==> src/rtl/loop_ctrl_pkg.sv <==
// rtl/loop_ctrl_pkg.sv - shared state encoding and parameter checks for the gate-enable sequencer
package loop_ctrl_pkg;

    localparam int CNT_W_DEF = 4;

    typedef enum logic [2:0] {
        ST_IDLE  = 3'd0,
        ST_DT_L  = 3'd1,
        ST_LS_ON = 3'd2,
        ST_DT_H  = 3'd3,
        ST_HS_ON = 3'd4,
        ST_FAULT = 3'd5
    } state_t;

    function automatic bit cnt_param_ok(input int cnt_w, input int val);
        return (val >= 1) && (val <= (1 << cnt_w) - 1);
    endfunction

endpackage

==> src/rtl/loop_ctrl_dt_counter.sv <==
// rtl/loop_ctrl_dt_counter.sv - loadable down-counter, saturating at 0, with zero flag
module loop_ctrl_dt_counter #(
    parameter int CNT_W = 4
) (
    input  logic             i_clk,
    input  logic             i_rst_n,
    input  logic             i_load,
    input  logic [CNT_W-1:0] i_load_val,
    output logic             o_zero
);

    logic [CNT_W-1:0] r_cnt;

    always_ff @(posedge i_clk or negedge i_rst_n) begin
        if (!i_rst_n) begin
            r_cnt <= '0;
        end else if (i_load) begin
            r_cnt <= i_load_val;
        end else if (r_cnt != '0) begin
            r_cnt <= r_cnt - CNT_W'(1);
        end
    end

    assign o_zero = (r_cnt == '0);

endmodule

==> src/rtl/loop_ctrl_nonoverlap_seq.sv <==
// rtl/loop_ctrl_nonoverlap_seq.sv - non-overlapping HS/LS gate-enable sequencer with dead time and min-on
// Optional sticky fault (cleared by clr) when LOOP_CTRL_FAULT_LATCH_EN is defined.
module loop_ctrl_nonoverlap_seq
    import loop_ctrl_pkg::*;
#(
    parameter int CNT_W  = CNT_W_DEF,
    parameter int DT_HS  = 3,
    parameter int DT_LS  = 3,
    parameter int MIN_ON = 2
) (
    input  logic       CELCLK,
    input  logic       CELRSTB,
    input  logic       CELV,
    input  logic       CELG,
    input  logic       SUB,
    input  logic       en,
    input  logic       pwm_req,
    input  logic [2:0] fault,
    input  logic       clr,
    output logic       hs_en,
    output logic       ls_en,
    output logic       fault_o,
    output logic [2:0] state_o
);

    generate
        if (!cnt_param_ok(CNT_W, DT_HS) || !cnt_param_ok(CNT_W, DT_LS) ||
            !cnt_param_ok(CNT_W, MIN_ON)) begin : g_bad_param
            $error("loop_ctrl_nonoverlap_seq: DT_HS/DT_LS/MIN_ON out of range for CNT_W");
        end
    endgenerate

    localparam logic [CNT_W-1:0] LD_DT_HS = CNT_W'(DT_HS - 1);
    localparam logic [CNT_W-1:0] LD_DT_LS = CNT_W'(DT_LS - 1);
    localparam logic [CNT_W-1:0] LD_MIN   = CNT_W'(MIN_ON - 1);

    state_t           r_state;
    state_t           w_nxt;
    logic             r_hs_en;
    logic             r_ls_en;
    logic             r_fault;
    logic             w_load;
    logic [CNT_W-1:0] w_load_val;
    logic             w_zero;
    logic             w_fault_exit;
    logic             w_illegal;
    logic             w_unused;

`ifdef LOOP_CTRL_FAULT_LATCH_EN
    assign w_fault_exit = clr;
`else
    assign w_fault_exit = 1'b1;
`endif

    // Power pins carry no logic; clr is idle when the fault latch is compiled out.
    assign w_unused  = ^{CELV, CELG, SUB, clr};
    assign w_illegal = (r_state > ST_FAULT);

    always_comb begin
        w_nxt      = r_state;
        w_load     = 1'b0;
        w_load_val = '0;
        if ((|fault) || w_illegal) begin
            w_nxt  = ST_FAULT;
            w_load = 1'b1;
        end else if (!en && (r_state != ST_FAULT)) begin
            w_nxt  = ST_IDLE;
            w_load = 1'b1;
        end else begin
            case (r_state)
                ST_IDLE: begin
                    w_nxt      = ST_DT_L;
                    w_load     = 1'b1;
                    w_load_val = LD_DT_LS;
                end
                ST_DT_L: if (w_zero) begin
                    w_nxt      = ST_LS_ON;
                    w_load     = 1'b1;
                    w_load_val = LD_MIN;
                end
                ST_LS_ON: if (w_zero && pwm_req) begin
                    w_nxt      = ST_DT_H;
                    w_load     = 1'b1;
                    w_load_val = LD_DT_HS;
                end
                ST_DT_H: if (w_zero) begin
                    w_nxt      = ST_HS_ON;
                    w_load     = 1'b1;
                    w_load_val = LD_MIN;
                end
                ST_HS_ON: if (w_zero && !pwm_req) begin
                    w_nxt      = ST_DT_L;
                    w_load     = 1'b1;
                    w_load_val = LD_DT_LS;
                end
                ST_FAULT: if (w_fault_exit) begin
                    w_nxt  = ST_IDLE;
                    w_load = 1'b1;
                end
                default: begin
                    w_nxt  = ST_FAULT;
                    w_load = 1'b1;
                end
            endcase
        end
    end

    loop_ctrl_dt_counter #(
        .CNT_W (CNT_W)
    ) u_dt_counter (
        .i_clk      (CELCLK),
        .i_rst_n    (CELRSTB),
        .i_load     (w_load),
        .i_load_val (w_load_val),
        .o_zero     (w_zero)
    );

    // Enables are decoded from the next state so they change on the same edge as state_o.
    always_ff @(posedge CELCLK or negedge CELRSTB) begin
        if (!CELRSTB) begin
            r_state <= ST_IDLE;
            r_hs_en <= 1'b0;
            r_ls_en <= 1'b0;
            r_fault <= 1'b0;
        end else begin
            r_state <= w_nxt;
            r_hs_en <= (w_nxt == ST_HS_ON);
            r_ls_en <= (w_nxt == ST_LS_ON);
            r_fault <= (w_nxt == ST_FAULT);
        end
    end

    assign hs_en   = r_hs_en;
    assign ls_en   = r_ls_en;
    assign fault_o = r_fault;
    assign state_o = r_state;

endmodule

==> config.mk <==
export PLATFORM = sky130hd
export DESIGN_NAME = loop_ctrl_nonoverlap_seq
export DESIGN_NICKNAME = d
export VERILOG_FILES = /design/src/rtl/loop_ctrl_pkg.sv /design/src/rtl/loop_ctrl_dt_counter.sv /design/src/rtl/loop_ctrl_nonoverlap_seq.sv
export SDC_FILE = /design/constraint.sdc
export NUM_CORES = 1
export LEC_CHECK = 0
export ABC_AREA = 1
export BUFFER_PORTS_ARGS = -buffer_cell sky130_fd_sc_hd__buf_2
export CORE_MARGIN = 10
export CORE_UTILIZATION = 50
export DETAILED_ROUTE_END_ITERATION = 8
export GPL_TIMING_DRIVEN = 0
export PLACE_DENSITY = 0.87
export SYNTH_ARGS = -nofsm -noshare
export SYNTH_HDL_FRONTEND = slang
export SYNTH_SLANG_ARGS = --single-unit
==> constraint.sdc <==
create_clock -name CELCLK -period 3.9 [get_ports CELCLK]
set_clock_uncertainty 0.2 [all_clocks]
set_input_delay 0 -clock CELCLK [delete_from_list [all_inputs] [get_ports CELCLK]]
set_output_delay 0 -clock CELCLK [all_outputs]
set_load 0.01 [all_outputs]
Word-level counts from Yosys, hierarchy flattened
Cells that the tools add are included.
W data, S select, Z words.
{"block": "word_totals", "register_bits": 10, "out_inout_bits": 6, "word_cells": 49}
{"block": "classes", "addsub": 1, "magnitude_cmp": 1, "eq_ne": 9, "n_mux": 21, "n_reduce_logical": 12}
{"cell": "$mux W3", "count": 6}
{"cell": "$pmux W3 S6", "count": 1}
{"cell": "$eq A3 B3 Y1 const B", "count": 4}
{"cell": "$mux W4", "count": 3}
{"cell": "$eq A3 B2 Y1 const B", "count": 3}
{"cell": "$pmux W2 S4", "count": 1}
{"cell": "$mux W1", "count": 6}
{"cell": "$mux W2", "count": 3}
{"cell": "$logic_not A4 Y1", "count": 1}
{"cell": "$reduce_bool A4 Y1", "count": 1}
{"cell": "$sub A4 B1 Y4 const B", "count": 1}
{"cell": "$eq A3 B1 Y1 const B", "count": 1}
{"cell": "$gt A3 B3 Y1 const B", "count": 1}
{"cell": "$logic_and A1 B1 Y1", "count": 3}
{"cell": "$logic_not A3 Y1", "count": 1}
{"cell": "$ne A3 B3 Y1 const B", "count": 1}
{"cell": "$pmux W1 S3", "count": 1}
{"cell": "$reduce_or A3 Y1", "count": 1}
{"cell": "$logic_not A1 Y1", "count": 2}
{"cell": "$reduce_bool A2 Y1", "count": 1}
{"cell": "$reduce_or A2 Y1", "count": 1}
{"cell": "$logic_or A1 B1 Y1", "count": 1}

Depth between registers and ports, before layout
{"block": "depth", "word_depth": 7, "depth_mapped": 9, "ltp_nobuf": 9}

By module
A second synthesis with hierarchy kept.
{"block": "unflattened", "hier_cells": 92, "area_unflattened_um2": 663.1}
{"mod": "loop_ctrl_nonoverlap_seq", "n_inst": 1, "cells_each": 58, "area_each_um2": 420.4}
{"mod": "loop_ctrl_dt_counter", "n_inst": 1, "cells_each": 34, "area_each_um2": 242.7}

Worst setup path after synthesis
OpenSTA, ideal clock, no wires.
{"block": "synth_timing", "kind": "flip-flop to flip-flop", "startpoint": "register u_dt_counter.r_cnt[0]", "endpoint": "register r_ls_en (netlist: ls_en)", "t_arrival_ns": 1.257, "setup_slack_ns": 2.324, "stages_incl_launch_ff": 9, "path_cell_list": "dfrtp_1 -> inv_1 -> ha_1 -> nand2_1 -> nor2_2 -> nor2_4 -> nand3_2 -> nand2_2 -> and2_1"}
{"block": "synth_via", "elab_chain_cells": 7}
{"item": "start, declared", "line_no": "loop_ctrl_dt_counter.sv:12", "rtl": "logic [CNT_W-1:0] r_cnt;"}
{"item": "start signal, assigned", "line_no": "loop_ctrl_dt_counter.sv:18", "rtl": "r_cnt <= i_load_val;"}
{"item": "start signal, assigned", "line_no": "loop_ctrl_dt_counter.sv:20", "rtl": "r_cnt <= r_cnt - CNT_W'(1);"}
{"item": "$logic_not A4 Y1 *", "line_no": "loop_ctrl_dt_counter.sv:24", "rtl": "assign o_zero = (r_cnt == '0);"}
{"item": "$logic_and A1 B1 Y1, on equally long branches", "line_no": "loop_ctrl_nonoverlap_seq.sv:91, loop_ctrl_nonoverlap_seq.sv:81"}
{"item": "$mux W3, on equally long branches", "line_no": "loop_ctrl_nonoverlap_seq.sv:91, loop_ctrl_nonoverlap_seq.sv:81"}
{"item": "$pmux W3 S6 *", "line_no": "loop_ctrl_nonoverlap_seq.sv:70", "rtl": "case (r_state)"}
{"item": "$mux W3 *", "line_no": "loop_ctrl_nonoverlap_seq.sv:66", "rtl": "end else if (!en && (r_state != ST_FAULT)) begin"}
{"item": "$mux W3 *", "line_no": "loop_ctrl_nonoverlap_seq.sv:63", "rtl": "if ((|fault) || w_illegal) begin"}
{"item": "$eq A3 B2 Y1 *", "line_no": "loop_ctrl_nonoverlap_seq.sv:128", "rtl": "r_ls_en <= (w_nxt == ST_LS_ON);"}
{"item": "end signal, assigned", "line_no": "loop_ctrl_nonoverlap_seq.sv:128"}
{"item": "end, declared", "line_no": "loop_ctrl_nonoverlap_seq.sv:40", "rtl": "logic r_ls_en;"}
Every way passes the cells marked *; elsewhere a longest branch is shown, timed or not.
A chain may end at the register's enable or synchronous reset.

Final worst setup path
{"block": "layout_timing", "startpoint": "register u_dt_counter.r_cnt[0]", "endpoint": "register r_state[0] (netlist: state_o[0])"}
{"block": "layout_via", "elab_chain_cells": 6}
{"item": "$logic_not A4 Y1 *", "line_no": "loop_ctrl_dt_counter.sv:24"}
{"item": "$logic_and A1 B1 Y1, on equally long branches", "line_no": "loop_ctrl_nonoverlap_seq.sv:91, loop_ctrl_nonoverlap_seq.sv:81"}
{"item": "$mux W3, on equally long branches", "line_no": "loop_ctrl_nonoverlap_seq.sv:91, loop_ctrl_nonoverlap_seq.sv:81"}
{"item": "$pmux W3 S6 *", "line_no": "loop_ctrl_nonoverlap_seq.sv:70"}
{"item": "$mux W3 *", "line_no": "loop_ctrl_nonoverlap_seq.sv:66"}
{"item": "$mux W3 *", "line_no": "loop_ctrl_nonoverlap_seq.sv:63"}
{"item": "net w_nxt[0]", "line_no": "loop_ctrl_nonoverlap_seq.sv:38", "rtl": "state_t w_nxt;"}
{"item": "end signal, assigned", "line_no": "loop_ctrl_nonoverlap_seq.sv:126", "rtl": "r_state <= w_nxt;"}
{"item": "end, declared", "line_no": "loop_ctrl_nonoverlap_seq.sv:37", "rtl": "state_t r_state;"}
Mark *: on every way through the listed nets, which the timed path passes. The rest lies on a longest branch.

==> metrics.md <==
| Metric | Value |
|---|---|
| Core area | `1171 sq um` |
| Worst path cell trace | `inv_1 > ha_1 > nand2_1 > nor2_2 > nor2_4 > nand3_2 > nand2_2 > nand2_2 > dlygate4sd3_1` |
| Hold depth | `5` |
| Worst R2R End | `state_o[0]` |
| Total GRT Usage | `0.08992` |
| Cells after DPL | `around 110` |
| P_sw | `0.05574 mW` |
| Number of synthesis warnings | `0` |
| Mean routed wirelength per cell | `between 10 and 15 um` |
| CTS clk-pin slew, worst paths | `0.07 ns` |
| DP HPWL | `slightly above 1000 um` |
| Ports | `17` |
| Final setup violation count | `0` |
| Rows | `12` |
| Top cells by area, synth | `dfrtp_1, nand2_1, inv_1` |
| FMAX | `0.4366 GHz` |
| Fin util | `0.7041` |
| Maxcap violations | `0` |
| Count leader, synth | `nand2_1` |
| Worst setup EP type | `flip-flop` |
| Post-Layout Cell Count | `around 120` |
| Placed Area | `roughly 730 sq um` |
| Pwr Density | `~280 nW/um^2` |
| M1 WL | `623 um` |
| Worst reg2reg path depth | `9` |
| Yosys top cell area share | `0.3846` |
| Worst VDD drop | `roughly 0.21 mV` |
| Worst Path Required | `between 3 and 4 ns` |
| Most frequent CP cell | `nand2_2` |
| Max Buffers Root-to-Sink | `2` |
| Pleak | `roughly 0.43 nW` |
| Top Layer Used | `met3` |
| Area leader, netlist | `dfrtp_1` |
| Distinct cells, synth | `21` |
| Syn Nets | `94` |
| Fin Setup TNS | `0 ns` |
| Initial Utilization | `0.5556` |
| Combinational share of power | `0.143` |
| WHS Endpoint | `state_o[2]` |
| Crit Path Class | `reg2reg` |
| CTS sink count | `10` |
| Met2 wire len | `slightly above 700 um` |
| Layout cell share with drive strength beyond 1 | `0.2981` |
| Drt pass-1 iters | `4` |
| Critical path startpoint category | `flip-flop` |
| Internal | `0.1765 mW` |
| Worst-margin pin slew | `between 0.4 and 0.5 ns` |
| Post-layout min period | `approximately 2.3 ns` |
| Final worst path period share | `0.5873` |
| Switching Share | `0.2400` |
| Initial antenna violation count | `0` |
| Clock power frac | `0.392` |
| DR DRC count | `0` |
| Area Growth Syn to Fin | `26.73%` |
| Clock buffer count from CTS | `3` |
| R2R Path Start | `u_dt_counter.r_cnt[0]` |
| Placer congestion estimate | `0.7664` |
| Total number of vias | `~600` |
| Die span in y | `56.07 um` |
| R2R Setup Slk | `roughly 1.6 ns` |
| Crit path max-delay family | `simple AND/OR/NAND/NOR gates` |
| First-pass GRT wire length | `between 2000 and 2500 um` |
| Post-Syn Area per Cell | `about 7.9 sq um` |
| CTS tree | `built` |
| Outcome | `finished clean` |
| Max-slew violations | `0` |
| Hold Path Origin | `pwm_req` |
| Final wirelength | `1445 um` |
| Maximum number of pins on one net before global-route repair | `11` |
| Cell area after layout | `~820 sq um` |
| Post-synth EDFFs | `0` |
| Worst Path Arrival | `roughly 2.2 ns` |
| Fin nets | `~120` |
| RSZ-0062 raised after global routing | `false` |
| Post-synthesis register bit count | `10` |
| Clock Tree Root | `clkbuf_4` |
| Number of diodes | `0` |
| Synth Flop Type | `dfrtp_1` |
| Clk_lat worst skew | `~0.26 ns` |
| Crit path max fanout | `8` |
| Met3 wire len | `between 100 and 150 um` |
| Critical Path Max Stage Delay | `roughly 0.55 ns` |
| Netlist Area Pre-Place | `roughly 650 sq um` |
| Worst hold path class | `in2reg` |
| Vias in the first global route | `a little under 600` |
| Post-synthesis async set-or-reset flop share | `1.000` |
| Commonest cells in the netlist | `nand2_1, inv_1, dfrtp_1, nand3_1, nor2_1` |
| Die ar. | `around 3100 sq um` |
| Total power | `0.2322 mW` |
| Mapped Cells | `82` |
| Port Buffer Count | `12` |
| Drt first-iter violations | `19` |
| Die width | `around 56 um` |
| Final ANT Viol Nets | `0` |
| Worst path bufs/invs | `2` |
| Slew margin rel. | `0.7128` |
| Register share of total power | `0.465` |
| Post-synthesis sequential area ratio | `0.3846` |
| Grt ovf | `0` |
| Fin. Hold Viols | `0` |
| Slowest cell on crit path | `dlygate4sd3_1` |
| H-tree levels | `1` |
| Via density | `5.102` |
how the worst max path moves through the flow:
| stage | startpoint | to | slack (ns) | cells after the start |
|---|---|---|---|---|
| 2_1_floorplan | u_dt_counter.r_cnt[0] | ls_en | 2.32 | 8 |
| 3_3_place_gp | u_dt_counter.r_cnt[0] | ls_en | 2.19 | 8 |
| 3_5_place_dp | u_dt_counter.r_cnt[0] | ls_en | 2.17 | 8 |
| 4_1_cts | u_dt_counter.r_cnt[0] | state_o[0] | 1.65 | 9 |
| 5_1_grt | u_dt_counter.r_cnt[0] | state_o[0] | 1.50 | 9 |
| 6_report | u_dt_counter.r_cnt[0] | state_o[0] | 1.61 | 9 |
power groups by stage:
stage	logic (mW)	clock network, mW	registers [mW]
2_1_floorplan	0.0177	0	0.111
3_3_place_gp	0.0275	0	0.110
3_5_place_dp	0.0283	0	0.110
4_1_cts	0.0329	0.0883	0.108
5_1_grt	0.0370	0.101	0.108
6_report	0.0332	0.0910	0.108
through the flow:
| stage | setup slack, ns | hold slack (ns) |
|---|---|---|
| after floorplan | 2.324 | -0.4956 |
| after detailed placement | 2.166 | -0.3370 |
| after global placement | 2.187 | -0.3402 |
| final | 1.610 | 0.1154 |
| after global routing | 1.495 | 0.1219 |
| after CTS | 1.645 | 0.03951 |
what timing repair did:
action | in CTS | in global routing
gates resized for setup | 0 | 0
setup buffers | 0 | 0
endpoints found under the setup margin | 0 | 0
hold buffers | 6 | 0
endpoints found under the hold margin | 15 | 0
flip-flops by register name, summed over array words and instances, names as in the netlist:
register and cells:
u_dt_counter.r_cnt 4, ls_en 1, hs_en 1, fault_o 1
state_o 3
area by class of cell:
| cell class | instances | area [sq um] |
|---|---|---|
| multi-input cells | 57 | 344.1 |
| flip-flops and latches | 10 | 250.2 |
| inverters | 15 | 56.30 |
| well taps | 14 | 17.52 |
| repair buffers | 18 | 120.1 |
| fillers | 81 | 346.6 |
| clock buffers | 4 | 36.28 |
metal layers:
layer	track usage	up-vias
li1	-	303
met1	0.1114	277
met2	0.1528	22
met3	0.01139	0
met4	0.03072	0
met5	0	-
cells in the final DEF (no fill, tap or decap), drive strengths merged:
cell         synthesis  routed
nand2               19      19
inv                 15      15
buf                  0      12
nor2                12      12
nand3               11      11
dfrtp               10      10
dlygate4sd3          0       6
clkbuf               0       4
nor3                 3       3
a21oi                3       3
o21ai                2       2
xnor2                2       2
nand4                2       2
o21bai               1       1
and2                 1       1
ha                   1       1
logic make-up (layout without fill, tap and decap cells):
group                      after synthesis  in the layout  share of synthesized area
and+or+nand+nor                         48             48                     0.4096
adders and majority gates                1              1                    0.01923
DFF                                     10             10                     0.3846
xor gates and xnor gates                 2              2                    0.02693
buffers and inverters                   15             37                    0.08655
AOI/OAI and AO/OA                        6              6                    0.07308
worst min-delay path, cell delays in order:
cell	delay [ns]
buf_2	0.10
nor2_1	0.04
o21ai_0	0.23
a21oi_1	0.12
inv_1	0.05
No activity file was read; power rests on OpenSTA's default activity.
